File: src/rtl/pipeline_hazard_ctrl.sv
// Sequencing controller for the 5-stage pipeline: operand forwarding, load-use stall,
// delayed-branch flush and HALT drain.
module pipeline_hazard_ctrl #(
   parameter int          FLUSH_CYCLES = 3,
   parameter logic [5:0]  HALT_TYPE    = 6'b111111
) (
   input  logic       clk,
   input  logic       rst,
   input  logic [2:0] num_Rm_1out,
   input  logic [2:0] num_Rn_1out,
   input  logic [2:0] num_Rd_1out,
   input  logic [2:0] used_RmRnRd_1out,
   input  logic [5:0] inst_type_1out_2in,
   input  logic [2:0] writenum_2out,
   input  logic [2:0] writenum_3out,
   input  logic [2:0] writenum_out,
   input  logic       write_2out,
   input  logic       write_3out,
   input  logic       write_out,
   input  logic       loads_2out,
   input  logic       do_delayed_B_4out,
   output logic       update_1in,
   output logic [3:0] rst_p,
   output logic [1:0] fwd_Rm_sel,
   output logic [1:0] fwd_Rn_sel,
   output logic [1:0] fwd_Rd_sel,
   output logic       pc_load,
   output logic       halted
);

   typedef enum logic [1:0] {ST_RUN, ST_FLUSH, ST_HALT_DRAIN, ST_HALTED} state_t;

   localparam logic [2:0] FLUSH_LOAD = 3'(FLUSH_CYCLES - 1);

   state_t     r_state;
   state_t     w_state_next;
   logic [2:0] r_flush_cnt;
   logic [2:0] w_flush_cnt_next;
   logic [1:0] r_drain_cnt;
   logic [1:0] w_drain_cnt_next;

   logic [2:0] w_num [3];
   logic [1:0] w_sel [3];
   logic [2:0] w_match2;
   logic       w_luh;

   // Index order follows used_RmRnRd_1out: 2=Rm, 1=Rn, 0=Rd.
   assign w_num[2] = num_Rm_1out;
   assign w_num[1] = num_Rn_1out;
   assign w_num[0] = num_Rd_1out;

   genvar gi;
   generate
      for (gi = 0; gi < 3; gi++) begin : g_fwd
         assign w_match2[gi] = used_RmRnRd_1out[gi] && (writenum_2out == w_num[gi]);
         assign w_sel[gi] =
            (w_match2[gi] && write_2out)                                           ? 2'b01 :
            (used_RmRnRd_1out[gi] && write_3out && (writenum_3out == w_num[gi]))   ? 2'b10 :
            (used_RmRnRd_1out[gi] && write_out  && (writenum_out  == w_num[gi]))   ? 2'b11 :
                                                                                     2'b00;
      end
   endgenerate

   assign fwd_Rm_sel = w_sel[2];
   assign fwd_Rn_sel = w_sel[1];
   assign fwd_Rd_sel = w_sel[0];

   assign w_luh = loads_2out && write_2out && (|w_match2);

   always_ff @(posedge clk) begin
      if (rst) begin
         r_state     <= ST_RUN;
         r_flush_cnt <= '0;
         r_drain_cnt <= '0;
      end else begin
         r_state     <= w_state_next;
         r_flush_cnt <= w_flush_cnt_next;
         r_drain_cnt <= w_drain_cnt_next;
      end
   end

   always_comb begin
      w_state_next     = r_state;
      w_flush_cnt_next = r_flush_cnt;
      w_drain_cnt_next = r_drain_cnt;
      update_1in       = 1'b1;
      rst_p            = 4'b0000;
      pc_load          = 1'b0;
      halted           = 1'b0;

      case (r_state)
         ST_RUN: begin
            if (do_delayed_B_4out) begin
               // The branch cycle itself is the first flushed cycle.
               pc_load          = 1'b1;
               rst_p            = 4'b0111;
               w_flush_cnt_next = FLUSH_LOAD;
               w_state_next     = (FLUSH_CYCLES == 1) ? ST_RUN : ST_FLUSH;
            end else if (w_luh) begin
               update_1in = 1'b0;
               rst_p      = 4'b0010;
            end else if (inst_type_1out_2in == HALT_TYPE) begin
               update_1in       = 1'b0;
               rst_p            = 4'b0001;
               w_drain_cnt_next = 2'd3;
               w_state_next     = ST_HALT_DRAIN;
            end
         end

         ST_FLUSH: begin
            rst_p = 4'b0111;
            if (r_flush_cnt <= 3'd1) begin
               w_flush_cnt_next = '0;
               w_state_next     = ST_RUN;
            end else begin
               w_flush_cnt_next = r_flush_cnt - 3'd1;
            end
         end

         ST_HALT_DRAIN: begin
            update_1in = 1'b0;
            rst_p      = 4'b0001;
            if (do_delayed_B_4out) begin
               pc_load = 1'b1;
               rst_p   = 4'b0111;
            end
            if (r_drain_cnt <= 2'd1) begin
               w_drain_cnt_next = '0;
               w_state_next     = ST_HALTED;
            end else begin
               w_drain_cnt_next = r_drain_cnt - 2'd1;
            end
         end

         ST_HALTED: begin
            update_1in = 1'b0;
            rst_p      = 4'b1111;
            halted     = 1'b1;
         end

         default: w_state_next = ST_RUN;
      endcase
   end

endmodule

File: config.mk
export PLATFORM = sky130hd
export DESIGN_NAME = pipeline_hazard_ctrl
export DESIGN_NICKNAME = d
export VERILOG_FILES = /design/src/rtl/pipeline_hazard_ctrl.sv
export SDC_FILE = /design/constraint.sdc
export NUM_CORES = 1
export LEC_CHECK = 0
export BUFFER_PORTS_ARGS = -buffer_cell sky130_fd_sc_hd__buf_2
export CORE_AREA = 2 2 58 60
export CTS_CLUSTER_SIZE = 20
export DETAILED_ROUTE_END_ITERATION = 10
export DIE_AREA = 0 0 60 62
export SLEW_MARGIN = 20
export SYNTH_ARGS = -nofsm -noshare
export SYNTH_HDL_FRONTEND = slang
export SYNTH_SLANG_ARGS = --single-unit
File: constraint.sdc
create_clock -name clk -period 4.25 [get_ports clk]
set_input_delay 0.6375 -clock clk [delete_from_list [all_inputs] [get_ports clk]]
set_output_delay 0.6375 -clock clk [all_outputs]
set_load 0.05 [all_outputs]
==> out/summary.md, run 1 <==
The power density normalized to cell area works out to 391 mW/mm². Launching element type of the critical path: an input port. Setup violations remaining at the end of the flow were counted as 0. For the slack of the worst reg-to-reg path, the log shows 2.32 ns. For this run, the leading register cell type out of synthesis is sky130_fd_sc_hd__dfxtp_1. The analysis attributes to cell leakage a power of 0.576 nW.

During I/O placement, the number of pins put on the boundary was 47. In the final routed layout, each cell accounts on average for 11.6 µm. Area enclosed by the die boundary: 0.00372 mm². The required time reported for the critical path endpoint is 3.61 ns, and the depth of the worst register-to-register path is 6.

After layout, the minimum clock period comes to 2.67 ns. The startpoint of the lowest-slack register-to-register path is r_state[1]. The number of slew-limit violations in the final report is 0. TritonCTS built the clock tree. The mean instance size in the synthesized netlist is 7.68 µm², and the first-pass detailed-route iteration total is 4. The H-tree level count is 1, and the post-layout instance area is 0.00133 mm². Clock latency on the worst-skew pair, taken at its later pin, is 0.26 ns. Global routing used 14.4% of the available tracks across all layers. The starting DRC count in detailed routing is 20.

Data arrives at the worst endpoint at 2.03 ns. The total negative setup slack is 0 ns. The tools report the total of cells resized after clock tree synthesis as 0. The tools report the number of antenna violations at the first check in global routing as 0. The count of nets after finishing came out at 224.

The worst-case IR drop observed on VDD is 0.283 mV. The maximum fanout count along the critical path was 7. After detailed routing, the total wire length is 2630 µm.

Routability-driven placement finished with a final weighted congestion of 0.820. For the pin with the worst max-slew slack, the measured transition is 0.360 ns. Counting flops with a built-in enable in the synthesized netlist gives 0. The maximum buffer depth of the clock tree is 2. The final-report hold violation count is 0, and the relative area change from synthesis to final layout is 29.1%.

The remaining number of nets flagged by the antenna check after routing was 0. Counting the fill cells in the layout gives 344. The number of hold buffers added after CTS was 0. Sorting the synthesized cells by area gives the leading types as sky130_fd_sc_hd__dfxtp_1 14%, sky130_fd_sc_hd__xnor2_1 13%, sky130_fd_sc_hd__xor2_1 10%.

Summing over every cut layer, the via total after detailed routing is 1111. Entering global routing, the biggest net connects 11 pins. The worst setup path is of the in2out kind.

The flow ran to the end, and the final reports show no timing, DRC or antenna violations. The worst hold path was traced through 2 stages. In this run the most critical hold path is launched from r_flush_cnt[1]. The TritonCTS buffer count was 3. The count of buffers from port buffering works out to 46.

The path with the worst hold slack has its endpoint at r_flush_cnt[1]. The worst pin sits at a relative slew slack of 75.4%. Classification of the worst-slack hold path: reg2reg.

The initial utilization of the core area, before any placement, comes to 32.3%. The floorplan step set the die width to 60 µm. Of the cells placed in the final design, the portion with a size suffix greater than 1 is 30.4%. The wire-length estimate of the detail-placed layout is 2250 µm.

The share of synthesized area in the top cell type comes to 13.6%. The first global-routing pass estimated 4060 µm of wire. From bottom edge to top edge, the die measures 62 µm.

The post-CTS setup repair buffer count is 0. The tools report the peak clock frequency supported by timing as 0.374 GHz. Counting every net in the synthesized netlist gives 176. The share of synthesized registers carrying an async set or reset works out to 0%. After clock tree synthesis, the clock-pin slew on the worst setup and hold paths is 0.06 ns.

The number of max-cap violations is 0, and the via count of the first global-routing pass is 975. Post-detailed-route DRC marker count: 0. The clock root buffer master was sky130_fd_sc_hd__clkbuf_4. 0 antenna diodes ended up in the layout. The per-cell via count in the routed design was 4.89.

Synthesis produced a netlist whose cell count is 134. Of all cell types, the one taking the most synthesized area is sky130_fd_sc_hd__dfxtp_1. The summed instance area of the synthesized netlist is 0.00103 mm², and the number of warnings issued by yosys is 0. The floorplan step defined a core boundary enclosing 0.00318 mm². Between clock sinks in the finished design, the worst skew comes to 0.00566 ns.

The worst register-to-register path ends at r_flush_cnt[2]. The clock net in this run drives a total of 7 sinks. Setup repair after global routing left no endpoint under its margin.

The final cycle utilization of the critical path was 62.9%; the aggregate global routing overflow was 0. The number of synthesized register bits is 7, and the portion of the post-synthesis area used by sequential elements is 13.6%. The number of unique standard cell types used by synthesis is 39.

After detailed placement, the total cell area comes to 0.00130 mm². In this run the core area contains 21 standard-cell rows. STA classifies the critical path endpoint as an output port.
[metrics by stage]
stage	utilization [%]	hold slack (ns)	std cells	total power, mW	setup slack, ns
final	41.8	0.513	227	0.519	1.58
after global routing	41.8	0.549	227	0.565	1.51
after CTS	41.8	0.520	227	0.524	1.57
after detailed placement	40.9	0.510	223	0.457	1.57
after global placement	40.9	0.486	223	0.451	1.61
after floorplan	-	0.468	134	0.370	1.08
[synth_stat cells, types with 2 or more instances]
library cell,count
sky130_fd_sc_hd__and4_4,2
sky130_fd_sc_hd__o41ai_1,2
sky130_fd_sc_hd__dfxtp_1,7
sky130_fd_sc_hd__nand3b_1,2
sky130_fd_sc_hd__nor2b_1,2
sky130_fd_sc_hd__nor2_1,11
sky130_fd_sc_hd__xor2_1,12
sky130_fd_sc_hd__o21ai_0,4
sky130_fd_sc_hd__inv_1,7
sky130_fd_sc_hd__nand2_1,10
sky130_fd_sc_hd__xnor2_1,15
sky130_fd_sc_hd__a21oi_1,7
sky130_fd_sc_hd__ha_1,8
sky130_fd_sc_hd__nand3_1,6
sky130_fd_sc_hd__nand2b_1,3
sky130_fd_sc_hd__o21a_1,4
sky130_fd_sc_hd__nor3_1,9
sky130_fd_sc_hd__o21ai_1,2
[report_power, final]
part	total, mW	internal (mW)	switching (mW)
Clock	0.0651	0.0347	0.0304
Sequential	0.0931	0.0802	0.0129
Combinational	0.360	0.123	0.237
[worst max path at each step]
stage / startpoint / to / cells after the start
final: writenum_2out[0] / update_1in / 7
after global placement: writenum_2out[0] / update_1in / 7
after global routing: writenum_2out[0] / update_1in / 7
after floorplan: num_Rm_1out[1] / fwd_Rm_sel[0] / 3
after detailed placement: writenum_2out[0] / update_1in / 7
after CTS: writenum_2out[0] / update_1in / 7
[placed cells by master, fill, tap and decap left out, types with 3 or more instances in the layout]
cell                       instances
sky130_fd_sc_hd__o21ai_0           4
sky130_fd_sc_hd__dfxtp_1           7
sky130_fd_sc_hd__buf_2            46
sky130_fd_sc_hd__xor2_1           12
sky130_fd_sc_hd__clkbuf_4          3
sky130_fd_sc_hd__xnor2_1          15
sky130_fd_sc_hd__o21a_1            4
sky130_fd_sc_hd__nor2_1           11
sky130_fd_sc_hd__nand3_1           6
sky130_fd_sc_hd__ha_1              8
sky130_fd_sc_hd__inv_1             7
sky130_fd_sc_hd__nor3_1            9
sky130_fd_sc_hd__a21oi_1           7
sky130_fd_sc_hd__nand2b_1          3
sky130_fd_sc_hd__nand2_1          10
[layout make-up]
class	instances	area, µm²	share of cell area, %
Clock buffer	3	22.5	1.70
Clock inverter	1	5.00	0.377
Inverter	7	26.3	1.98
Multi-Input combinational cell	117	846	63.7
Sequential cell	7	140	10.6
Tap cell	46	57.6	4.34
Timing Repair Buffer	46	230	17.3
[cells by family after synthesis]
family	share of synthesized area, %
and+or+nand+nor	24.8
DFF	13.6
xor gates and xnor gates	23.0
AOI/OAI and AO/OA	22.6
adders and majority gates	9.73
buffers and inverters	4.14
muxes	2.07
[worst max-delay path, stage by stage]
cell	delay [ns]
sky130_fd_sc_hd__buf_2	0.13
sky130_fd_sc_hd__xnor2_1	0.13
sky130_fd_sc_hd__and4_4	0.20
sky130_fd_sc_hd__o311a_4	0.41
sky130_fd_sc_hd__nor2_1	0.13
sky130_fd_sc_hd__o22a_1	0.14
sky130_fd_sc_hd__buf_2	0.25
[sequential cells by signal, indices dropped and copies added (netlist names)]
register and flops:
r_flush_cnt 3, r_drain_cnt 2, r_state 2
[routing by layer]
| metal | wire length [µm] | vias up | global-route usage, % | share of wire [%] |
|---|---|---|---|---|
| li1 | - | 570 | - | - |
| met1 | 1250 | 510 | 19.1 | 48 |
| met2 | 1240 | 27 | 23.1 | 47 |
| met3 | 100 | 4 | 2.69 | 3.8 |
| met4 | 31 | 0 | 5.71 | 1.2 |
| met5 | 0 | - | 0 | 0 |
Note: power is estimated with default switching activity, not from simulation.
==> run 2: changes to the inputs <==
Clock period 4.25 ns to 2.5 ns, I/O delays scaled along.
==> out/summary.md, run 2 (synthesis results as in run 1) <==
The run gives 0.00318 mm² (unchanged) as the core area. Static power due to leakage: 0.585 nW (+1.6%). For the part of the total power dissipated in sequential elements, the log shows 18.0% (about the same).

Number of instances on the worst hold path: 2 (unchanged). The total negative setup slack was 0 ns (unchanged). The routability-driven placement congestion ratio is 0.937 (+14%). STA classifies the critical path startpoint as a flip-flop. The slack of the worst reg-to-reg path is 0.54 ns (-1.78 ns), and the via total after detailed routing is 1134 (+2.1%).

The chip height was 62 µm (unchanged). The transition at the pin with the smallest max-transition slack is 0.359 ns (-0.000941 ns), and the clock latency on the worst-skew pair is 0.26 ns (about the same). The required time reported for the critical path endpoint came out at 2.12 ns (-1.49 ns). Leaving out fill and tap cells, the most frequent cell in the layout is sky130_fd_sc_hd__buf_2. Worst path buffer plus inverter count: 2 (unchanged).

Setup repair after global routing left no endpoint under its margin. The per-cell via count in the routed design works out to 5.00 (+2.1%). The TritonCTS buffer count is 3 (unchanged), and the routed wire length per instance is 12.1 µm (+4.4%). The logs give 0.459 GHz for the peak clock frequency supported by timing and 0 (unchanged) for the post-CTS setup repair buffer count.

Count of filler cells inserted in the layout: 322 (-6.4%). The number of antenna violations at the first check in global routing was 0 (unchanged). In the final layout, the registers with the most flip-flops are r_flush_cnt (3), r_drain_cnt (2), r_state (2). For the aggregate global-route resource usage, the log shows 14.6% (+0.15 points).

The power density normalized to cell area was 662 mW/mm² (+69%); the internal portion of total power was 408 µW (+72%). The tools report the maximum buffer depth of the clock tree as 2 (unchanged). Most flop-heavy register: r_flush_cnt. The maximum cell stage delay along the critical path was 0.40 ns (about the same). The H-tree level count was 1 (unchanged); the number of flip-flops under the largest register name was 3 (unchanged). The share of cells above drive strength 1 was 30.9% (+0.55 points). For the multi-input combinational cell area, the log shows 861 µm² (+1.8%). TritonCTS built the clock tree.

The classification of the worst-slack hold path is in2reg. STA classifies the critical path endpoint as an output port. The tools report the via count of the first global-routing pass as 1047 (+7.4%).

The total of cells resized after clock tree synthesis was 0 (unchanged); the maximum fanout count along the critical path was 10 (+3). The number of max-cap violations is 0 (unchanged), and the sequential cell area is 140 µm² (unchanged). The CTS clock-pin slew for the worst setup and hold paths was 0.05 ns (about the same). The run gives 0 (unchanged) as the remaining number of nets flagged by the antenna check after routing.

For the combinational share of power, the log shows 70.3% (+0.8 points). The depth of the worst register-to-register path works out to 6 (unchanged). For the net switching power, the log shows 480 µW (+71%).

The logs give 2310 µm (+2.8%) for the estimated wirelength of the detail-placed design and 0.00738 ns (+0.00172 ns) for the worst clock skew. The worst hold slack after final layout is 0.402 ns (-0.111 ns), and the share of total power consumed by net switching is 54.0% (-0.078 points). In this run the critical register-to-register path is launched from r_state[0]. For the area enclosed by the die boundary, the log shows 0.00372 mm² (unchanged). The x dimension of the die was 60 µm (unchanged). The critical register-to-register path endpoint was r_flush_cnt[2]. The tools report the count of boundary I/O pins as 47 (unchanged). For the final wirelength, the log shows 2740 µm (+4.4%). For the starting DRC count in detailed routing, the log shows 67 (+240%).

Antenna diode count: 0 (unchanged). The worst setup path startpoint is r_state[0]. The final-report hold violation count is 0 (unchanged), and the relative area change from synthesis to final layout is 30.4%. The tools report the number of placement rows as 21 (unchanged). Largest delay contributor family on the critical path: compound AO/OA/AOI/OAI gates. Post-detailed-route DRC marker count: 0 (unchanged).

The tools report the arrival time at the worst endpoint as 1.81 ns (-0.22 ns). The path length in cells of the critical path was 5 (-2); the number of slew-limit violations in the final report was 0 (unchanged). The part of the power in the clock network is 11.6% (-1.0 points). In the layout the commonest cells are 46 x sky130_fd_sc_hd__buf_2, 15 x sky130_fd_sc_hd__xnor2_1, 12 x sky130_fd_sc_hd__xor2_1. The logs give 7 (unchanged) for the CTS sink count and 0 (unchanged) for the number of buffers added to fix hold violations after cts. The count of nets after finishing came out at 224 (unchanged). The largest individual stage delay along the critical path comes from the cell sky130_fd_sc_hd__a2111oi_0. The aggregate global routing overflow was 0 (unchanged); the count of buffers from port buffering was 46 (unchanged). The logs give 32.3% (unchanged) for the effective utilization at floorplan and 0.414 mV (+46%) for the maximum resistive drop on vdd. The setup path with the least slack is of type reg2out. Maximum number of pins on one net before global-route repair: 11 (unchanged). The clock root buffer master is sky130_fd_sc_hd__clkbuf_4. Wire length of the first global-routing pass: 4200 µm (+3.6%). For the final setup violation count, the log shows 0 (unchanged). The flow ran to the end, and the final reports show no timing, DRC or antenna violations. Following the worst setup path forward leads to its endpoint at rst_p[1].

For the first-pass detailed-route iteration total, the log shows 4 (unchanged). Traced cell by cell, the critical path runs through inv_1, ha_1, a2111oi_0, a21oi_1, buf_2. Of the available clock period, the critical path in the final layout requires 87.2%.

For the worst relative slew slack, the log shows 75.4% (about the same). The minimum period implied by the final worst setup slack works out to 2.18 ns.
-- run 2: cell count changes in the layout (fill, tap and decap cells not counted) --
cell / before / now
sky130_fd_sc_hd__clkinv_2: 1 / 0
sky130_fd_sc_hd__o41ai_2: 0 / 2
sky130_fd_sc_hd__clkbuf_1: 0 / 1
sky130_fd_sc_hd__o41ai_1: 2 / 0
-- run 2: worst reg2reg max path, cell delays in order (launching register included) --
cell and delay, ns:
sky130_fd_sc_hd__dfxtp_1 0.39, sky130_fd_sc_hd__inv_1 0.12, sky130_fd_sc_hd__ha_1 0.31, sky130_fd_sc_hd__nand2b_1 0.24, sky130_fd_sc_hd__o21ai_1 0.18, sky130_fd_sc_hd__or4b_1 0.52
sky130_fd_sc_hd__a21oi_1 0.14
-- run 2: how the worst min path moves through the flow --
| stage | from | end | slack (ns) |
|---|---|---|---|
| after CTS | rst | r_flush_cnt[2] | 0.40 |
| after global routing | rst | r_flush_cnt[2] | 0.41 |
| after floorplan | r_flush_cnt[2] | r_flush_cnt[2] | 0.47 |
| after detailed placement | r_drain_cnt[0] | r_drain_cnt[0] | 0.50 |
| final | rst | r_flush_cnt[2] | 0.40 |
| after global placement | r_flush_cnt[2] | r_flush_cnt[2] | 0.48 |
-- run 2: cell type report --
| cell class | instances | share of cell area [%] |
|---|---|---|
| Clock buffer | 4 | 1.96 |
| Tap cell | 46 | 4.29 |
| Inverter | 7 | 1.96 |
| Sequential cell | 7 | 10.4 |
| Multi-Input combinational cell | 117 | 64.2 |
| Timing Repair Buffer | 46 | 17.2 |
-- run 2: metal layers --
| metal | vias up | share of wire (%) | routed length [µm] | track usage (%) |
|---|---|---|---|---|
| met5 | - | 0 | 0 | 0 |
| met4 | 0 | 1.5 | 40 | 3.81 |
| met3 | 6 | 6.8 | 187 | 3.93 |
| met2 | 43 | 49 | 1340 | 26.4 |
| met1 | 512 | 43 | 1170 | 16.9 |
| li1 | 573 | - | - | - |
-- run 2: power by group through the flow --
| stage | logic, mW | clock network (mW) | registers [mW] |
|---|---|---|---|
| 6_report | 0.625 | 0.103 | 0.160 |
| 5_1_grt | 0.686 | 0.116 | 0.165 |
| 4_1_cts | 0.625 | 0.109 | 0.160 |
| 2_1_floorplan | 0.475 | 0 | 0.156 |
| 3_3_place_gp | 0.611 | 0 | 0.160 |
| 3_5_place_dp | 0.621 | 0 | 0.161 |
-- run 2: metrics by stage --
| stage | power [mW] | utilization (%) | setup WS, ns | std cells | cell area, µm² |
|---|---|---|---|---|---|
| 5_1_grt | 0.966 | 42.2 | 0.211 | 227 | 1340 |
| 4_1_cts | 0.894 | 42.2 | 0.322 | 227 | 1340 |
| 3_3_place_gp | 0.771 | 41.4 | 0.404 | 223 | 1320 |
| 2_1_floorplan | 0.631 | - | 0.0191 | 134 | 1040 |
| 6_report | 0.888 | 42.2 | 0.320 | 227 | 1340 |
| 3_5_place_dp | 0.782 | 41.4 | 0.394 | 223 | 1320 |
